===== src/rtl/conv_frame_stats.sv =====
`default_nettype none
// ============================================================================
// Module   : conv_frame_stats
// Brief    : Per-frame peak/index/sum of the CONV output stream, queued for a
//            host behind a valid/ready handshake with sticky drop flag.
// Revision : 1.0 - initial release
// ============================================================================
module conv_frame_stats #(
  parameter int FRAME_LEN = 15,
  parameter int DW        = 8,
  parameter int IDX_W     = 4,
  parameter int SUM_W     = 12,
  parameter int QDEPTH    = 2
) (
  input  logic             clk,
  input  logic             reset,
  input  logic             in_valid,
  input  logic [DW-1:0]    Din,
  input  logic             res_ready,
  output logic             res_valid,
  output logic [DW-1:0]    res_peak,
  output logic [IDX_W-1:0] res_idx,
  output logic [SUM_W-1:0] res_sum,
  output logic [7:0]       res_frame,
  output logic             frame_busy,
  output logic             ovf
);

  localparam int                PTR_W   = (QDEPTH > 1) ? $clog2(QDEPTH) : 1;
  localparam logic [IDX_W-1:0]  c_last  = IDX_W'(FRAME_LEN - 1);
  localparam logic [PTR_W:0]    c_depth = (PTR_W + 1)'(QDEPTH);

  typedef enum logic [0:0] {
    S_IDLE  = 1'b0,
    S_ACCUM = 1'b1
  } state_t;

  state_t           r_state;
  state_t           w_state_nxt;
  logic             w_last;

  logic [IDX_W-1:0] r_count;
  logic [DW-1:0]    r_peak;
  logic [IDX_W-1:0] r_idx;
  logic [SUM_W-1:0] r_sum;
  logic [7:0]       r_frame_no;
  logic             r_ovf;

  logic [DW-1:0]    w_peak_nxt;
  logic [IDX_W-1:0] w_idx_nxt;
  logic [SUM_W-1:0] w_sum_nxt;

  logic [DW-1:0]    r_q_peak  [QDEPTH];
  logic [IDX_W-1:0] r_q_idx   [QDEPTH];
  logic [SUM_W-1:0] r_q_sum   [QDEPTH];
  logic [7:0]       r_q_frame [QDEPTH];
  logic [PTR_W-1:0] r_wr_ptr;
  logic [PTR_W-1:0] r_rd_ptr;
  logic [PTR_W:0]   r_q_cnt;

  logic             w_full;
  logic             w_pop;
  logic             w_push;

  always_ff @(posedge clk) begin
    if (reset) r_state <= S_IDLE;
    else       r_state <= w_state_nxt;
  end

  always_comb begin
    w_state_nxt = r_state;
    w_last      = 1'b0;
    case (r_state)
      S_IDLE: begin
        if (in_valid) w_state_nxt = S_ACCUM;
      end
      S_ACCUM: begin
        if (in_valid && (r_count == c_last)) begin
          w_last      = 1'b1;
          w_state_nxt = S_IDLE;
        end
      end
      default: w_state_nxt = S_IDLE;
    endcase
  end

  // Strict greater-than keeps the first occurrence of the maximum.
  always_comb begin
    w_peak_nxt = r_peak;
    w_idx_nxt  = r_idx;
    w_sum_nxt  = r_sum;
    if (r_state == S_IDLE) begin
      w_peak_nxt = Din;
      w_idx_nxt  = '0;
      w_sum_nxt  = SUM_W'(Din);
    end else begin
      if (Din > r_peak) begin
        w_peak_nxt = Din;
        w_idx_nxt  = r_count;
      end
      w_sum_nxt = r_sum + SUM_W'(Din);
    end
  end

  always_ff @(posedge clk) begin
    if (reset) begin
      r_count <= '0;
      r_peak  <= '0;
      r_idx   <= '0;
      r_sum   <= '0;
    end else if (in_valid) begin
      r_count <= w_last ? '0 : r_count + IDX_W'(1);
      r_peak  <= w_peak_nxt;
      r_idx   <= w_idx_nxt;
      r_sum   <= w_sum_nxt;
    end
  end

  assign w_full = (r_q_cnt == c_depth);
  assign w_pop  = res_valid && res_ready;
  // A pop on the commit edge frees the slot the new record needs.
  assign w_push = w_last && (!w_full || w_pop);

  always_ff @(posedge clk) begin
    if (reset) begin
      r_wr_ptr   <= '0;
      r_rd_ptr   <= '0;
      r_q_cnt    <= '0;
      r_frame_no <= '0;
      r_ovf      <= 1'b0;
      for (int i = 0; i < QDEPTH; i++) begin
        r_q_peak[i]  <= '0;
        r_q_idx[i]   <= '0;
        r_q_sum[i]   <= '0;
        r_q_frame[i] <= '0;
      end
    end else begin
      if (w_push) begin
        r_q_peak[r_wr_ptr]  <= w_peak_nxt;
        r_q_idx[r_wr_ptr]   <= w_idx_nxt;
        r_q_sum[r_wr_ptr]   <= w_sum_nxt;
        r_q_frame[r_wr_ptr] <= r_frame_no;
        r_wr_ptr            <= r_wr_ptr + PTR_W'(1);
      end
      if (w_pop) r_rd_ptr <= r_rd_ptr + PTR_W'(1);
      case ({w_push, w_pop})
        2'b10:   r_q_cnt <= r_q_cnt + (PTR_W + 1)'(1);
        2'b01:   r_q_cnt <= r_q_cnt - (PTR_W + 1)'(1);
        default: r_q_cnt <= r_q_cnt;
      endcase
      if (w_last)            r_frame_no <= r_frame_no + 8'd1;
      if (w_last && !w_push) r_ovf      <= 1'b1;
    end
  end

  assign res_valid  = (r_q_cnt != '0);
  assign res_peak   = r_q_peak[r_rd_ptr];
  assign res_idx    = r_q_idx[r_rd_ptr];
  assign res_sum    = r_q_sum[r_rd_ptr];
  assign res_frame  = r_q_frame[r_rd_ptr];
  assign frame_busy = (r_state == S_ACCUM);
  assign ovf        = r_ovf;

endmodule
`default_nettype wire


===== config.mk =====
export PLATFORM = sky130hd
export DESIGN_NAME = conv_frame_stats
export DESIGN_NICKNAME = d
export VERILOG_FILES = /design/src/rtl/conv_frame_stats.sv
export SDC_FILE = /design/constraint.sdc
export NUM_CORES = 1
export LEC_CHECK = 0
export ABC_AREA = 1
export ABC_CLOCK_PERIOD_IN_PS = 2900
export CAP_MARGIN = 30
export CORE_MARGIN = 2
export CORE_UTILIZATION = 58
export CTS_CLUSTER_DIAMETER = 30
export CTS_CLUSTER_SIZE = 12
export DETAILED_ROUTE_END_ITERATION = 8
export MAX_ROUTING_LAYER = met4
export PLACE_DENSITY = 0.8
export REMOVE_ABC_BUFFERS = 1
export SLEW_MARGIN = 30
export SYNTH_ARGS = -nofsm -noshare
export SYNTH_HDL_FRONTEND = slang
export SYNTH_SLANG_ARGS = --single-unit

===== constraint.sdc =====
create_clock -name clk -period 2.9 [get_ports clk]
set_input_delay 0.58 -clock clk [delete_from_list [all_inputs] [get_ports clk]]
set_output_delay 0.58 -clock clk [all_outputs]
set_load 0.01 [all_outputs]

==> run metrics <==
Vias/cell between 5 and 6; 1st-pass router iterations 8; Mean Syn Cell Area 9.30 um2; commonest cells after routing, fill and taps aside 85 x nand2_1, 74 x nor2_1, 70 x inv_1, 64 x edfxtp_1, 47 x nand3_1; Area growth syn-to-layout 14.5%; Worst Tran Pin Value 437 ps; synth unique cells slightly above 40; met3 Track Usage GR 3.11%; Port-buffer cells 46; R2R setup slack about 810 ps; largest net degree at the start of global routing 46; Sink Count between 100 and 150; P_leak between 2 and 3 nW; # rows 35; Syn Inst Count between 500 and 600; die span in y between 100 and 150 um; layout cells sized above 1 approximately 15%; Max clock buf depth 2; clk_skew approximately 12 ps; Fmax between 0.3 and 0.4 GHz; # Post-CTS Setup Buffers 0; Final period util roughly nine tenths; IO Pins 47; GPL Wtd Cong between 0.9 and 1; hold slack final between 400 and 500 ps; met1 usage between 30% and 40%; Die Span X between 100 and 150 um; CP Depth 3; Slew headroom between 70% and 80%; worst r2r src r_sum[0]; clock slew at reported path FFs ~100 ps; TritonCTS buffer count 9; CP Buf/Inv Count 2; WS Path Type reg -> out; wire per inst about 15 um; starting DRC count in detailed routing ~270; # setup viols final 0; Crit path arrival time about 2000 ps; first-pass GRT wire length between 15000 and 20000 um; worst reg2reg endpoint r_q_sum[0][6]; initial antenna violation count 0; Antenna Cells 0; Cell Area, Synth about 5500 um2; Pwr Density between 400 and 500 nW/um2; hold_buf cts 0; drc violations 0; Hold Crit Depth 1; Period minus WS final ~2600 ps; crit-path cells buf_4 -> mux2_2 -> clkdlybuf4s50_1; GRT Max-Usage Layer met2; Final HPWL DP around 8000 um; cts repair resizes 0; crit path max fanout 32; CTS tree yes; commonest non-fill, non-tap cell in the layout nand2_1; cells on worst reg2reg path 12; met2 usage between 30% and 40%; Starting Density between 50% and 60%; Slew Viols, Final 0; DIE AREA 10400 um2; CP required approximately 2300 ps; final hold viol count 0; WL final 11700 um; worst skew pair latency ~370 ps; Via Count 4203; delay of the slowest cell on the worst path about 480 ps; Core ar. between 9000 and 10000 um2; status finished clean; total gr overflow 0; H-tree depth 3; vias in the first global route just over 4000; Antenna Nets Post-Route 0; yosys warns 0; pre-CTS setup slack approximately 60 ps; root buf cell clkbuf_8; CP delay by family, top buffers and inverters; worst vdd ir 254 uV; nets about 680; sequential area share after synthesis ~50%; #FFs+latches synth about 110; Critical-path top delay cell clkdlybuf4s50_1; hold crit path type reg -> reg; FILL cells 698; Worst setup EP type output port; worst setup margin around 350 ps; GRT Util Overall 24.5%; Hold Startpoint r_rd_ptr; max_cap viols 0; RSZ-0062 raised after global routing no; Worst Setup Start Kind register
==> synthesized netlist by cell type (all sizes together) <==
cell    instances  area, um2
nor3            7       35.0
mux2i           1       10.0
xor2            3       26.3
o211ai          2       15.0
o31ai           2       28.8
fa              1       20.0
and2            9       56.3
nor4            2       12.5
inv            71        267
dfxtp          43        861
mux2           32        360
o21ai          21        105
a31oi           2       12.5
nand3          50        265
nand4           6       67.6
or2             2       12.5
nor2           98        443
a21oi          38        190
ha             20        250
nand3b          3       22.5
clkinv          2       12.5
a21o            2       15.0
nand2          90        370
edfxtp         64       1920
clkbuf          7       26.3
a22oi           1       7.51
buf            17        129
==> power by group <==
part | switching, mW | internal, mW
registers | 0.0305 | 1.67
logic | 0.274 | 0.173
clock network | 0.546 | 0.421
==> flip-flops by register name (all words and copies together), names as in the netlist, named ones only <==
name,flops
r_q_sum,24
r_q_frame,16
r_q_peak,16
r_sum,12
r_frame_no,8
r_peak,8
r_q_idx,8
r_count,4
r_idx,4
r_q_cnt,2
frame_busy,1
ovf,1
r_rd_ptr,1
r_wr_ptr,1
==> routing by layer <==
layer,up-vias,wire length (um)
met5,-,0
met4,0,246
met3,21,533
met2,145,5560
met1,1967,5350
li1,2070,-
==> final cells by class <==
cell class / count / area (um2) / share of cell area, %
Sequential cell: 107 / 2780 / 43.8
Inverter: 73 / 279 / 4.40
Clock inverter: 7 / 91.3 / 1.44
Clock buffer: 9 / 124 / 1.95
Timing Repair Buffer: 59 / 583 / 9.19
Tap cell: 129 / 161 / 2.54
Multi-Input combinational cell: 392 / 2330 / 36.6
==> logic make-up after synthesis <==
logic type,share of synthesized area (%)
simple gates,23.2
flops,50.2
buf+inv,7.83
compound gates,6.75
mux,6.68
fa+ha+maj,4.88
xor+xnor,0.474
==> how the worst max path moves through the flow <==
stage / startpoint / end / slack, ps
final: register / res_sum[4] / 350
after global placement: Din[0] / r_q_sum[0][6] / 120
after global routing: Din[1] / r_q_sum[0][6] / 240
after floorplan: frame_busy / r_q_frame[1][0] / -20
after CTS: register / res_sum[4] / 310
after detailed placement: Din[1] / r_q_sum[0][6] / 60
==> stage by stage <==
stage | power, mW | setup TNS (ps) | utilization (%) | instances | instance area, um2
6_report | 3.11 | 0 | 68.7 | 776 | 6350
5_1_grt | 3.23 | 0 | 68.7 | 776 | 6350
4_1_cts | 3.13 | 0 | 68.7 | 776 | 6350
3_5_place_dp | 2.17 | 0 | 66.4 | 760 | 6130
3_3_place_gp | 2.16 | 0 | 66.4 | 760 | 6130
2_1_floorplan | 2.00 | -585 | - | 572 | 5390
Note: power is estimated with default switching activity, not from simulation.
